$ cat src/rtl/cli_pkg.sv
// Shared constants for the command-line-interface steering blocks.
package cli_pkg;

    localparam int unsigned DATA_W = 32;
    localparam int unsigned CNT_W  = 8;
    localparam int unsigned NUM_CH = 3;

    // Select encoding shared with the MUX_3 selector.
    localparam logic [1:0] SEL_CH1  = 2'd0;
    localparam logic [1:0] SEL_CH2  = 2'd1;
    localparam logic [1:0] SEL_CH3  = 2'd2;
    localparam logic [1:0] SEL_DROP = 2'd3;

endpackage

$ cat src/rtl/demux_slot.sv
// One-entry register slice: holds a word until the consumer takes it,
// and accepts a new word in the same cycle the old one drains.
module demux_slot #(
    parameter int unsigned DATA_W = 32
) (
    input  logic              clk,
    input  logic              rst_n,
    input  logic              load,
    input  logic [DATA_W-1:0] load_data,
    input  logic              out_ready,
    output logic              ready_c,
    output logic              out_valid,
    output logic [DATA_W-1:0] out_data
);

    logic              valid_q, valid_d;
    logic [DATA_W-1:0] data_q,  data_d;

    assign ready_c   = ~valid_q | out_ready;
    assign out_valid = valid_q;
    assign out_data  = data_q;

    // EMPTY/FULL flag: load wins over drain so back-to-back words never bubble.
    always_comb begin
        valid_d = valid_q;
        data_d  = data_q;
        if (load) begin
            valid_d = 1'b1;
            data_d  = load_data;
        end else if (valid_q && out_ready) begin
            valid_d = 1'b0;
        end
    end

    always_ff @(posedge clk or negedge rst_n) begin
        if (!rst_n) begin
            valid_q <= 1'b0;
            data_q  <= '0;
        end else begin
            valid_q <= valid_d;
            data_q  <= data_d;
        end
    end

endmodule

$ cat src/rtl/demux_3_stream.sv
// 1-to-3 valid/ready steering stage; select 3 consumes and counts the word.
module demux_3_stream #(
    parameter int unsigned DATA_W = cli_pkg::DATA_W,
    parameter int unsigned CNT_W  = cli_pkg::CNT_W
) (
    input  logic              clk,
    input  logic              rst_n,
    input  logic              in_valid,
    output logic              in_ready,
    input  logic [DATA_W-1:0] in_data,
    input  logic [1:0]        in_sel,
    output logic [2:0]        out_valid,
    input  logic [2:0]        out_ready,
    output logic [DATA_W-1:0] out_data_1,
    output logic [DATA_W-1:0] out_data_2,
    output logic [DATA_W-1:0] out_data_3,
    output logic              drop_pulse,
    output logic [CNT_W-1:0]  drop_count
);

    import cli_pkg::*;

    logic [NUM_CH-1:0] slot_ready_c;
    logic [NUM_CH-1:0] slot_load;
    logic [DATA_W-1:0] slot_data [NUM_CH];
    logic              acc;
    logic              drop_acc;

    logic              drop_pulse_q, drop_pulse_d;
    logic [CNT_W-1:0]  drop_count_q, drop_count_d;

    // in_ready follows the selected slot only; in_valid is deliberately not involved.
    always_comb begin
        in_ready = 1'b1;
        unique case (in_sel)
            SEL_CH1:  in_ready = slot_ready_c[0];
            SEL_CH2:  in_ready = slot_ready_c[1];
            SEL_CH3:  in_ready = slot_ready_c[2];
            default:  in_ready = 1'b1;
        endcase
    end

    assign acc      = in_valid & in_ready;
    assign drop_acc = acc & (in_sel == SEL_DROP);

    always_comb begin
        slot_load = '0;
        if (acc && in_sel != SEL_DROP) begin
            slot_load[in_sel] = 1'b1;
        end
    end

    for (genvar k = 0; k < NUM_CH; k++) begin : g_slot
        demux_slot #(.DATA_W(DATA_W)) u_slot (
            .clk       (clk),
            .rst_n     (rst_n),
            .load      (slot_load[k]),
            .load_data (in_data),
            .out_ready (out_ready[k]),
            .ready_c   (slot_ready_c[k]),
            .out_valid (out_valid[k]),
            .out_data  (slot_data[k])
        );
    end

    assign out_data_1 = slot_data[0];
    assign out_data_2 = slot_data[1];
    assign out_data_3 = slot_data[2];

    // Drop pulse and saturating counter.
    always_comb begin
        drop_pulse_d = drop_acc;
        drop_count_d = drop_count_q;
        if (drop_acc && drop_count_q != '1) begin
            drop_count_d = drop_count_q + CNT_W'(1);
        end
    end

    always_ff @(posedge clk or negedge rst_n) begin
        if (!rst_n) begin
            drop_pulse_q <= 1'b0;
            drop_count_q <= '0;
        end else begin
            drop_pulse_q <= drop_pulse_d;
            drop_count_q <= drop_count_d;
        end
    end

    assign drop_pulse = drop_pulse_q;
    assign drop_count = drop_count_q;

endmodule

$ cat config.mk
export PLATFORM = sky130hd
export DESIGN_NAME = demux_3_stream
export DESIGN_NICKNAME = d
export VERILOG_FILES = /design/src/rtl/cli_pkg.sv /design/src/rtl/demux_slot.sv /design/src/rtl/demux_3_stream.sv
export SDC_FILE = /design/constraint.sdc
export NUM_CORES = 1
export LEC_CHECK = 0
export ABC_CLOCK_PERIOD_IN_PS = 2300
export BUFFER_PORTS_ARGS = -buffer_cell sky130_fd_sc_hd__buf_2
export CORE_UTILIZATION = 50
export CTS_BUF_LIST = sky130_fd_sc_hd__clkbuf_8
export DETAILED_ROUTE_END_ITERATION = 8
export HOLD_SLACK_MARGIN = 0.1
export PLACE_DENSITY = 0.79
export SYNTH_ARGS = -nofsm -noshare
export SYNTH_HDL_FRONTEND = slang
export SYNTH_HIERARCHICAL = 1
export SYNTH_SLANG_ARGS = --single-unit
export TNS_END_PERCENT = 1
$ cat constraint.sdc
create_clock -name clk -period 2.3 [get_ports clk]
set_clock_uncertainty 0.05 [all_clocks]
set_input_delay 0.345 -clock clk [delete_from_list [all_inputs] [get_ports clk]]
set_output_delay 0.345 -clock clk [all_outputs]
set_load 0.005 [all_outputs]
Word-level counts from Yosys, hierarchy flattened
Cells that the tools add are included.

storage, ports and cells
  register bits after elaboration = 108
  bits of input ports = 40
  logic and storage cells = 44
  output and inout bits = 109

operators by class
  order comparisons = 2
  reductions and logical operators = 10
  equality and inequality tests = 5
  $add $sub $neg = 1
  muxes and demuxes = 10
  bitwise logic cells = 8

operators with widths
  cell                   count
  $add A8 B1 Y8 const B  1
  $ne A8 B8 Y1 const B   1
  $mux W1                7
  $logic_and A1 B1 Y1    6
  $reduce_bool A2 Y1     3
  $eq A2 B2 Y1 const B   2
  $lt A2 B3 Y1 const B   1
  $mux W3                1
  $not A1 Y1             3
  $or A1 B1 Y1           3
  $pmux W1 S3            1
  $and A1 B1 Y1          2
  $demux W1 S2           1
  $eq A2 B1 Y1 const B   1
  $ge A2 B1 Y1 const B   1
  $logic_not A2 Y1       1
  $ne A2 B2 Y1 const B   1

Logic depth before layout (Yosys ltp)
  depth after elaboration = 7
  gate-level depth with buffers = 5
  gate-level depth less buffers = 4

Cells and area by module
Netlist, hierarchy kept.

by module, submodules not included
  module          cells an instance  area each (um^2)  seq. area each (um^2)  instances
  demux_slot      71                 1378.8            825.8                  3
  demux_3_stream  45                 513.0             225.2                  1

Least setup slack after synthesis
OpenSTA, ideal clock, no wires.

  path type = input to register
  from = in out_ready[2]
  to = reg g_slot[2].u_slot.data_q[0]
  setup time = 0.125 ns
  setup slack = 0.849 ns
  arrival = 1.276 ns
  path buffers = 2
  data required time = 2.125 ns
  stages on the path = 5
  cell sequence = nand2b_1 and4b_2 buf_6 buf_12 mux2_4

on the way
  cells in the longest elaborated chain, start to end = 5

RTL lines
  item                  RTL line              text
  from (decl)           demux_3_stream.sv:13  input logic [2:0] out_ready,
  $or A1 B1 Y1          demux_slot.sv:19      assign ready_c = ~valid_q | out_ready;
  $pmux W1 S3           demux_3_stream.sv:35  unique case (in_sel)
  $and A1 B1 Y1         demux_3_stream.sv:43  assign acc = in_valid & in_ready;
  $logic_and A1 B1 Y1   demux_3_stream.sv:48  if (acc && in_sel != SEL_DROP) begin
  $mux W3               demux_3_stream.sv:48
  net slot_load[2]      demux_3_stream.sv:24  logic [NUM_CH-1:0] slot_load;
  to (signal assigned)  demux_slot.sv:41      data_q <= data_d;
  to (decl)             demux_slot.sv:17      logic [DATA_W-1:0] data_q, data_d;

The timed path passes the listed nets, and every way through them passes these cells.
A chain may end at the register's enable or synchronous reset.

Worst setup path in the final report
  from = reg g_slot[0].u_slot.valid_q
  to = out in_ready

on the way
  cells in the longest elaborated chain, start to end = 3

RTL lines
  item                    RTL line              text
  from (decl)             demux_slot.sv:16      logic valid_q, valid_d;
  from (signal assigned)  demux_slot.sv:40      valid_q <= valid_d;
  $not A1 Y1              demux_slot.sv:19
  $or A1 B1 Y1            demux_slot.sv:19
  net slot_ready_c[0]     demux_3_stream.sv:23  logic [NUM_CH-1:0] slot_ready_c;
  $pmux W1 S3             demux_3_stream.sv:35
  to (decl)               demux_3_stream.sv:9   output logic in_ready,

The timed path passes the listed nets, and every way through them passes these cells.

==> flow_metrics.tcl <==
set metrics [dict create \
    status "complete, but fails checks" \
    violations "DRC" \
    clock-sinks 108 \
    dr.pass1.iters 6 \
    tightest_slew_ps 404 \
    nets 454 \
    wl_per_cell_um 16.8 \
    dp_slack_ps 546 \
    p_sw_share_pct 27.9 \
    grt_pass1_vias 2741 \
    clkLatencyLatePin_ps 350 \
    vias_per_cell 5.12 \
    synth_cell_types 26 \
    overflow 0 \
    dr_total_vias 2690 \
    seq_power_share_pct 53.1 \
    p_comb_share_pct 25.6 \
    cts_root_buffer "clkbuf_8" \
    leakage_nw 2.80 \
    num_rows 34 \
    internal-power_mw 3.50 \
    min_path_type "in2reg" \
    routed_wl_um 8820 \
    cts-resized-gates 0 \
    ir_drop_v 0.000407 \
    gp_congestion 0.824 \
    synth_fp_nets 299 \
    startpoint_type "flip-flop" \
    drc 10 \
    period_needed_ps 1790 \
    cts_max_level 3 \
    syn2layout_area_growth_pct 19.8 \
    required_ps 1900 \
    initial_core_util_pct 52.5 \
    cts_tree "built" \
    coreArea_mm2 0.00885 \
    grt_pass1_wl_um 14600 \
    syn-instance-count 258 \
    numCtsBuffers 9 \
    fmax_mhz 558 \
    whs_path_depth 2 \
    cp_cell_sequence "nand2b_1, and2b_2, a211oi_1, a21oi_1, buf_2" \
    ys_ff_latch 108 \
    dieArea_mm2 0.00969 \
    chipHeight_um 98.4 \
    yosysWarningCount 6 \
    min_to "g_slot[0].u_slot/out_data[21]" \
    final.period_utilization_pct 77.9 \
    hold_violations 0 \
    pwr-share-clk_pct 21.3 \
    clk_path_buf_depth 2 \
    end_kind "output pin" \
    synthesis.area_mm2 0.00465 \
    synth_top_area_share_pct 58.1 \
    drive_gt1_share_pct 66.4 \
    synth_largest_area_cell "dfrtp_1" \
    ys_seq_area_share_pct 58.1 \
    io_pins 149 \
    grt_use_total_pct 19.2 \
    portBuffers 148 \
    diodes 0 \
    setup_viol 0 \
    cts_setup_buffers 0 \
    avgSynthCellArea_um2 18.0 \
    worstReg2RegStart "g_slot[1].u_slot/out_valid" \
    worst-path-max-fanout 3 \
    ff2ff_path_depth 4 \
    worstHoldStart "in_data[21]" \
    final.setup.worst_slack_ps 509 \
    critPathKind "reg2out" \
    clk_pin_slew_ps 110 \
    hpwl_um 6200 \
    relSlewSlack_pct 73.1 \
    drtIter0Drc 88 \
    ant_nets 0 \
    p_switching_mw 1.36 \
    worstPathArrival_ps 1400 \
    grt_max_degree 59 \
    die_w_um 98.4 \
    worstReg2RegEnd "g_slot[1].u_slot/out_data[27]" \
    drv_cap 0 \
    n_fill_cell 687 \
    fin_tns_setup_ps 0 \
    synth_area_leaders "dfrtp_1 (58%), mux2_4 (28%), buf_12 (3.9%)" \
    worst_path_max_delay_cell "dfrtp_1" \
    rsz0062_at_grt "no" \
    reg2reg_slack_ps 620 \
    antenna_found_initial 0 \
    power_mw 4.86 \
    critPathMaxStageDelay_ps 370 \
    slew_viol_final 0 \
    power.density_mw_per_mm2 872 \
]
## cells in the mapped netlist (all sizes together)
cell / count
buf: 12
and4: 2
mux2i: 1
o21ai: 1
a41oi: 1
nand2b: 8
a211oi: 2
nor3: 2
o2111ai: 1
xor2: 1
mux2: 99
clkinv: 1
nand3: 4
nor2: 2
dfrtp: 108
a21oi: 3
and2b: 1
xnor2: 2
and4b: 2
ha: 1
and4bb: 1
nand4: 3
## final cells by class
type | count | area [um2] | area share [%]
repair buffers | 156 | 831 | 14.9
inverters | 1 | 5.00 | 0.0898
flip-flops and latches | 108 | 2700 | 48.5
multi-input cells | 137 | 1730 | 31.0
well taps | 108 | 135 | 2.43
clock inverters | 6 | 46.3 | 0.831
clock buffers | 9 | 124 | 2.22
## per-stage QoR
stage / util, % / std cells / cell area [um2] / hold WS [ps]
3_5_place_dp: 60.9 / 509 / 5390 / 228
5_1_grt: 63.0 / 525 / 5570 / 172
2_1_floorplan: - / 258 / 4650 / -0.591
3_3_place_gp: 60.9 / 509 / 5390 / 223
6_report: 63.0 / 525 / 5570 / 197
4_1_cts: 63.0 / 525 / 5570 / 178
## critical path: cells and delay by family (launching register included)
| kind | cells | cell delay [ps] |
|---|---|---|
| compound gates | 2 | 260 |
| buf+inv | 1 | 130 |
| flops | 1 | 370 |
| simple gates | 2 | 300 |
## flip-flops by register name, summed over array words and instances (netlist names)
register	flops
g_slot.u_slot/out_data	96
g_slot.u_slot/out_valid	3
drop_count	8
drop_pulse	1
## cell usage in the layout (no fill, tap or decap), types with 3 or more instances in the layout
cell / count
nand3_1: 3
dfrtp_1: 108
inv_6: 3
mux2_4: 88
clkbuf_8: 9
nand2b_1: 8
mux2_2: 11
buf_4: 6
a21oi_1: 3
buf_2: 147
nand4_1: 3
## cells by family after synthesis
group	after synthesis	share of synthesized area (%)
multiplexers	100	31.3
AO/OA/AOI/OAI	8	1.21
AND/OR/NAND/NOR	25	3.82
adder cells (fa/ha/maj)	1	0.269
XOR/XNOR	3	0.565
flip-flops	108	58.1
buffers and inverters	13	4.71
## power by group through the flow
stage          clock (mW)  sequential, mW  combinational [mW]
2_1_floorplan           0            2.61               0.655
3_3_place_gp            0            2.60                1.22
3_5_place_dp            0            2.61                1.26
4_1_cts              1.07            2.58                1.26
5_1_grt              1.15            2.64                1.34
6_report             1.03            2.58                1.25
## worst max path at each step
stage | depth (start not counted) | slack [ps] | start | to
global placement | 5 | 580 | out_ready[1] | g_slot[1].u_slot/out_data[28]
finish | 5 | 510 | g_slot[0].u_slot/out_valid | in_ready
global route | 5 | 400 | g_slot[0].u_slot/out_valid | in_ready
floorplan | 5 | 850 | out_ready[2] | g_slot[2].u_slot/out_data[0]
CTS | 5 | 490 | g_slot[0].u_slot/out_valid | in_ready
detailed placement | 5 | 550 | out_ready[1] | g_slot[1].u_slot/out_data[28]
## metal layers
layer / GRT usage (%) / up-vias / wire (um)
met4: 5.63 / 0 / 96
met5: 0 / - / 0
met3: 3.40 / 9 / 436
met2: 29.7 / 94 / 4060
met1: 27.9 / 1366 / 4230
li1: - / 1221 / -
## timing repair
item                       4_1_cts  5_1_grt
hold buffers                     1        0
hold endpoints to repair        25        0
setup endpoints to repair        0        0
Power figures use the tool's default switching activity.
